## config.mk

```make
export PLATFORM = sky130hd
export DESIGN_NAME = region_dispatcher_flat
export DESIGN_NICKNAME = d
export VERILOG_FILES = /design/src/rtl/region_dispatcher_if.sv /design/src/rtl/region_dispatcher.sv /design/src/flat_wrapper.sv
export SDC_FILE = /design/constraint.sdc
export NUM_CORES = 2
export LEC_CHECK = 0
export ABC_AREA = 1
export CORE_ASPECT_RATIO = 1.75
export CORE_MARGIN = 4
export CORE_UTILIZATION = 50
export DETAILED_ROUTE_END_ITERATION = 7
export PLACE_DENSITY_LB_ADDON = 0.25
export RECOVER_POWER = 25
export REMOVE_ABC_BUFFERS = 1
export SLEW_MARGIN = 20
export SYNTH_ARGS = -nofsm -noshare
export SYNTH_HDL_FRONTEND = slang
export SYNTH_SLANG_ARGS = --single-unit
```

## constraint.sdc

```tcl
create_clock -name aclk -period 5.6 [get_ports aclk]
set_input_delay 0.56 -clock aclk [delete_from_list [all_inputs] [get_ports aclk]]
set_output_delay 0.56 -clock aclk [all_outputs]
set_load 0.01 [all_outputs]
```

## src/rtl/region_dispatcher_if.sv

```systemverilog
// region_dispatcher_if: request-in and dispatch-out stream pair for region_dispatcher.
interface region_dispatcher_if #(
   parameter int META_W = 98,
   parameter int RID_W  = 2
);
   logic                    meta_in_tvalid;
   logic                    meta_in_tready;
   logic [META_W-1:0]       meta_in_tdata;
   logic                    meta_out_tvalid;
   logic                    meta_out_tready;
   logic [RID_W+META_W-1:0] meta_out_tdata;
   modport master (
      output meta_in_tvalid, meta_in_tdata, meta_out_tready,
      input  meta_in_tready, meta_out_tvalid, meta_out_tdata
   );
   modport slave (
      input  meta_in_tvalid, meta_in_tdata, meta_out_tready,
      output meta_in_tready, meta_out_tvalid, meta_out_tdata
   );
endinterface

```

## src/rtl/region_dispatcher.sv

```systemverilog
// region_dispatcher: least-loaded PR region dispatch with OID affinity and in-flight accounting.
// Define RR_TIEBREAK_EN to replace the lowest-index tie-break with round-robin.
module region_dispatcher #(
   parameter int META_W    = 98,
   parameter int OID_W     = 16,
   parameter int LOAD_W    = 4,
   parameter int N_REGIONS = 4,
   parameter int QDEPTH    = 16,
   parameter int RID_W     = $clog2(N_REGIONS)
) (
   input  logic                                 aclk,
   input  logic                                 aresetn,
   region_dispatcher_if.slave                   s,
   input  logic [N_REGIONS*(OID_W+LOAD_W)-1:0]  region_stats_in,
   input  logic [N_REGIONS-1:0]                 region_en,
   input  logic [N_REGIONS-1:0]                 region_done,
   output logic [RID_W-1:0]                     lb_ctrl,
   output logic [$clog2(QDEPTH):0]              fifo_count
);
   localparam int SW = OID_W + LOAD_W;
   localparam int PW = $clog2(QDEPTH);
   localparam logic [LOAD_W-1:0] LMAX = '1;
   localparam logic [1:0] IDLE = 2'd0, SELECT = 2'd1, ISSUE = 2'd2;

   logic [META_W-1:0]       mem [QDEPTH];
   logic [PW-1:0]           wp_q, rp_q;
   logic [PW:0]             cnt_q;
   logic                    rdy_q, vld_q;
   logic [SW*N_REGIONS-1:0] stats_q;
   logic [LOAD_W-1:0]       infl_q [N_REGIONS];
   logic [LOAD_W-1:0]       eff [N_REGIONS];
   logic [N_REGIONS-1:0]    cand, aff;
   logic [1:0]              st_q, st_d;
   logic [META_W-1:0]       req_q;
   logic [RID_W-1:0]        rid_q, lb_q, win;
   logic [LOAD_W-1:0]       best;
   logic                    found, best_aff, wr, rd, hs;
   int                      base, idx;

   assign s.meta_in_tready  = rdy_q && cnt_q != (PW+1)'(QDEPTH);
   assign s.meta_out_tvalid = vld_q;
   assign s.meta_out_tdata  = {rid_q, req_q};
   assign lb_ctrl    = lb_q;
   assign fifo_count = cnt_q;
   assign wr = s.meta_in_tvalid && s.meta_in_tready;
   assign hs = vld_q && s.meta_out_tready;
   assign rd = (st_q == IDLE || hs) && cnt_q != '0;
   assign st_d = (st_q == IDLE || hs) ? (rd ? SELECT : IDLE) :
                 st_q == SELECT ? (found ? ISSUE : SELECT) : ISSUE;

   for (genvar r = 0; r < N_REGIONS; r++) begin : g_eff
      logic [LOAD_W:0] sum;
      assign sum     = {1'b0, stats_q[r*SW +: LOAD_W]} + {1'b0, infl_q[r]};
      assign eff[r]  = sum > {1'b0, LMAX} ? LMAX : sum[LOAD_W-1:0];
      assign cand[r] = region_en[r] && eff[r] != LMAX;
      assign aff[r]  = stats_q[r*SW+LOAD_W +: OID_W] == req_q[OID_W-1:0];
   end

`ifdef RR_TIEBREAK_EN
   logic [RID_W-1:0] rr_q;
   always_ff @(posedge aclk or negedge aresetn)
      if (!aresetn) rr_q <= '0;
      else if (hs) rr_q <= rid_q == RID_W'(N_REGIONS-1) ? '0 : rid_q + 1'b1;
   assign base = int'(rr_q);
`else
   assign base = 0;
`endif

   // Scan in tie-break order; only a strictly better candidate displaces the current one.
   always_comb begin
      found    = 1'b0;
      win      = '0;
      best     = LMAX;
      best_aff = 1'b0;
      idx      = 0;
      for (int k = 0; k < N_REGIONS; k++) begin
         idx = base + k;
         if (idx >= N_REGIONS) idx = idx - N_REGIONS;
         if (cand[idx] && (!found || eff[idx] < best || (eff[idx] == best && aff[idx] && !best_aff))) begin
            found    = 1'b1;
            win      = RID_W'(idx);
            best     = eff[idx];
            best_aff = aff[idx];
         end
      end
   end

   always_ff @(posedge aclk)
      if (wr) mem[wp_q] <= s.meta_in_tdata;

   always_ff @(posedge aclk or negedge aresetn)
      if (!aresetn) begin
         wp_q    <= '0;
         rp_q    <= '0;
         cnt_q   <= '0;
         rdy_q   <= 1'b0;
         vld_q   <= 1'b0;
         stats_q <= '0;
         st_q    <= IDLE;
         req_q   <= '0;
         rid_q   <= '0;
         lb_q    <= '0;
         for (int r = 0; r < N_REGIONS; r++) infl_q[r] <= '0;
      end else begin
         rdy_q   <= 1'b1;
         stats_q <= region_stats_in;
         st_q    <= st_d;
         cnt_q   <= cnt_q + {{PW{1'b0}}, wr} - {{PW{1'b0}}, rd};
         if (wr) wp_q <= wp_q + 1'b1;
         if (rd) begin
            rp_q  <= rp_q + 1'b1;
            req_q <= mem[rp_q];
         end
         if (st_q == SELECT && found) begin
            rid_q <= win;
            vld_q <= 1'b1;
         end
         if (hs) begin
            vld_q <= 1'b0;
            lb_q  <= rid_q;
         end
         // A dispatch and a completion in the same cycle cancel out.
         for (int r = 0; r < N_REGIONS; r++)
            if (hs && rid_q == RID_W'(r) && !region_done[r] && infl_q[r] != LMAX)
               infl_q[r] <= infl_q[r] + 1'b1;
            else if (region_done[r] && !(hs && rid_q == RID_W'(r)) && infl_q[r] != '0)
               infl_q[r] <= infl_q[r] - 1'b1;
      end
endmodule
```

## src/flat_wrapper.sv

```systemverilog
// flat-port wrapper written by rule: the top's interface ports become plain ports
module region_dispatcher_flat 
#(
   parameter int META_W    = 98,
   parameter int OID_W     = 16,
   parameter int LOAD_W    = 4,
   parameter int N_REGIONS = 4,
   parameter int QDEPTH    = 16,
   parameter int RID_W     = $clog2(N_REGIONS)
)
  (aclk, aresetn, region_stats_in, region_en, region_done, lb_ctrl, fifo_count, s_meta_in_tvalid, s_meta_in_tdata, s_meta_out_tready, s_meta_in_tready, s_meta_out_tvalid, s_meta_out_tdata);
  region_dispatcher_if #(.META_W(META_W), .RID_W(RID_W)) s_i ();
  input  logic aclk;
  input  logic aresetn;
  input  logic [N_REGIONS*(OID_W+LOAD_W)-1:0] region_stats_in;
  input  logic [N_REGIONS-1:0] region_en;
  input  logic [N_REGIONS-1:0] region_done;
  output logic [RID_W-1:0] lb_ctrl;
  output logic [$clog2(QDEPTH):0] fifo_count;
  input wire logic [$bits(s_i.meta_in_tvalid)-1:0] s_meta_in_tvalid;
  input wire logic [$bits(s_i.meta_in_tdata)-1:0] s_meta_in_tdata;
  input wire logic [$bits(s_i.meta_out_tready)-1:0] s_meta_out_tready;
  output wire logic [$bits(s_i.meta_in_tready)-1:0] s_meta_in_tready;
  output wire logic [$bits(s_i.meta_out_tvalid)-1:0] s_meta_out_tvalid;
  output wire logic [$bits(s_i.meta_out_tdata)-1:0] s_meta_out_tdata;
  assign s_i.meta_in_tvalid = s_meta_in_tvalid;
  assign s_i.meta_in_tdata = s_meta_in_tdata;
  assign s_i.meta_out_tready = s_meta_out_tready;
  assign s_meta_in_tready = s_i.meta_in_tready;
  assign s_meta_out_tvalid = s_i.meta_out_tvalid;
  assign s_meta_out_tdata = s_i.meta_out_tdata;
  region_dispatcher #(.META_W(META_W), .OID_W(OID_W), .LOAD_W(LOAD_W), .N_REGIONS(N_REGIONS), .QDEPTH(QDEPTH), .RID_W(RID_W)) u_core (.aclk(aclk), .aresetn(aresetn), .s(s_i), .region_stats_in(region_stats_in), .region_en(region_en), .region_done(region_done), .lb_ctrl(lb_ctrl), .fifo_count(fifo_count));
endmodule
```

==> key figures <==
Run status
  • Status: finished with violations
  • Failing checks: DRC, capacitance limit, slew limit

Synth
  • Ys flop type: edfxtp_1
  • Async SR Flop Fraction: 12.1%
  • Top cell type's share of synthesized area: roughly two thirds
  • Synth Instances: between 5,000 and 6,000
  • Post-Synthesis Cell Area: roughly 0.070 mm²
  • Yosys warning count: 0
  • Sequential area share after synthesis: between 70 and 80%
  • Synth area leader: edfxtp_1
  • Synth Register Bits: between 1,500 and 2,000
  • Area contributors post-synth: edfxtp_1 67%, dfrtp_1 7.7%, o21ai_0 6.2%
  • Number of flops mapped to enable cells by yosys: 1,568
  • Post-synth cell types: between 50 and 60
  • Mean area per synthesized cell: approximately 13 µm²

STA
  • Hold Vio Cnt, Final: 0
  • Relative slew margins: -175%
  • Post-route setup TNS: 0 ns
  • RSZ-0062 raised after global routing: no
  • Crit share post-route: 93.4%
  • Final min period: 5.23 ns
  • Max Clock Skew: ~0.028 ns
  • Max Transition Viols Final: 50
  • Slew @ Worst Pin: roughly 4.1 ns
  • FMAX: between 150 and 200 MHz
  • Setup violators final: 0
  • Hold Worst Slack: around 0.33 ns

Worst setup path
  • Crit path from: u_core.infl_q[12]
  • Kind of critical path: reg2reg
  • CP max FO: 9
  • RR Startpoint: u_core.infl_q[12]
  • WP buf/inv: 5
  • CP Capture Type: flop
  • CP required: roughly 6.3 ns
  • Cells on worst reg2reg path: 36
  • Most frequent CP cell: nand2_1
  • CP Depth: 36
  • CP startpoint kind: flop
  • Worst R2R End: u_core.rid_q[1]
  • Data arrival time of the critical path: 5.93 ns
  • CP top delay family: simple AND/OR/NAND/NOR gates
  • Worst path slowest cell: dfrtp_2
  • CP peak stage delay: 0.46 ns
  • Setup slack, reg-to-reg: between 0.3 and 0.4 ns
  • Worst Setup EP: u_core.rid_q[1]

Route
  • Initial drt markers: 4,230
  • WL/cell: approximately 25 µm
  • Via count: 44,863
  • Drc violations: 11
  • Routed Antenna Nets: 0
  • Vias/cell: roughly 6.0
  • Final WL: about 190 mm
  • TritonRoute pass-1 iters: 8

Finish
  • Commonest non-fill, non-tap cells in the layout: 1,568 x edfxtp_1, 1,010 x nor2_1, 868 x o21ai_0
  • Layout area overhead: 14.9%
  • Final #Nets: about 5,700
  • Fillcell total: ~11,000
  • Final core occ: approximately 58%
  • Layout cell share with drive strength beyond 1: under 10%
  • Most common cell after layout, fill and taps aside: edfxtp_1

Die
  • Rows: ~180
  • Die Wd: between 200 and 300 µm
  • Starting Density: about half
  • Core box area: around 0.14 mm²
  • I/O pin count: ~300
  • Die Footprint: between 0.1 and 0.15 mm²
  • Die height: ~500 µm

Global routing
  • First-pass GRT wire length: about 280 mm
  • Vias in the first global route: about 44,000
  • GR Overflow Total: 0
  • GRT Total Usage: between 20% and 30%
  • Pin count of the biggest net entering global routing: ~240
  • Antenna violations before repair: 42

CTS
  • H-tree depth: 4
  • Worst-path clk slew: about 0.070 ns
  • Clk buf depth: 3
  • Clock sink total: around 1,800
  • CTS tree: yes
  • Skew-Pair Late Insertion Delay: ~0.78 ns
  • Root buffer cell: clkbuf_16
  • CTS Buf Count: around 160

Placed design
  • Placer Congestion: between 0.8 and 0.9
  • DP Wirelength: approximately 95 mm
  • I/O Buffers: 298

Power
  • Max rail drop VDD: about 0.40 mV
  • PD cells: 512 mW/mm²
  • Lkg Pwr: around 0.027 µW

Hold path
  • Min-delay worst type: in2reg
  • WHS Path Cells: 1

Job
  • Max-cap check violation count: 1
[per-layer routing]
metal | wire, µm | GRT usage [%]
met3 | 13300 | 4.51
met1 | 75900 | 33.2
met2 | 91700 | 42.2
met4 | 4920 | 7.24
met5 | 96 | 0
[sequential cells by signal (all words and copies together), names as in the netlist, 2 cells and up]
register and flops:
u_core.mem 1568, u_core.req_q 98, u_core.stats_q 80, u_core.infl_q 16, u_core.fifo_count 5, u_core.rp_q 4
u_core.wp_q 4, u_core.lb_ctrl 2, u_core.rid_q 2, u_core.st_q 2
[cell type report]
class / count / area (µm²) / share of cell area, %
Sequential cell: 1783 / 52500 / 65.4
Multi-Input combinational cell: 3011 / 15700 / 19.6
Clock buffer: 232 / 4530 / 5.64
Timing Repair Buffer: 389 / 4100 / 5.11
Tap cell: 1830 / 2290 / 2.85
Clock inverter: 57 / 692 / 0.862
Inverter: 99 / 408 / 0.508
Antenna cell: 27 / 67.6 / 0.0841
[worst min-delay path by stage]
| stage | start | endpoint | slack (ns) |
|---|---|---|---|
| detailed placement | u_core.req_q[91] | u_core.req_q[91] | 0.46 |
| global placement | u_core.req_q[94] | u_core.req_q[94] | 0.47 |
| finish | region_stats_in[71] | u_core.stats_q[71] | 0.33 |
| floorplan | aresetn | u_core.fifo_count[0] | 0.26 |
| global route | region_stats_in[71] | u_core.stats_q[71] | 0.29 |
| CTS | region_stats_in[71] | u_core.stats_q[71] | 0.15 |
[synthesized netlist by cell type (all sizes together) (4+ instances only)]
library cell,n
edfxtp,1568
nor2,1030
o21ai,904
nand2,251
clkbuf,249
o22ai,221
dfrtp,215
o221ai,202
nand3,131
buf,101
inv,97
a31oi,70
ha,47
xnor2,34
xor2,21
a21oi,20
or2,14
nand4,10
fa,9
nor3,6
a21o,5
nor4,5
a22oi,4
a41oi,4
mux2i,4
or3b,4
[cell families after synthesis]
group | count (synthesis) | share of synthesized area, %
xor gates and xnor gates | 55 | 0.711
DFF | 1783 | 75.1
other | 1 | 0.00537
buffers and inverters | 449 | 2.63
muxes | 7 | 0.106
and+or+nand+nor | 1454 | 8.32
AOI/OAI and AO/OA | 1438 | 12.1
adders and majority gates | 56 | 1.10
[report_power, final]
group	switching [µW]	internal, µW	leakage (µW)	total [µW]
Sequential	865	15600	0.0166	16500
Clock	4730	6270	0.00255	11000
Combinational	9150	4460	0.00755	13600
Total	14700	26300	0.0267	41100
[what timing repair did]
| item | CTS | global route |
|---|---|---|
| setup endpoints to repair | 0 | 2 |
| resized for setup | 0 | 8 |
| hold buffers | 1 | 0 |
| endpoints found under the hold margin | 48 | 0 |
| setup buffers | 0 | 3 |
[stage by stage]
stage                     setup slack (ns)  power [µW]  instance area, µm²  instances
after floorplan                     -36.45       24100               68400       4893
after global placement               0.205       30000               75000       7108
after detailed placement             0.104       30300               75000       7108
after CTS                           0.0889       41200               80200       7398
after global routing                0.0381       43300               80200       7406
final                                0.367       41100               80300       7428
No activity file was read; power rests on OpenSTA's default activity.
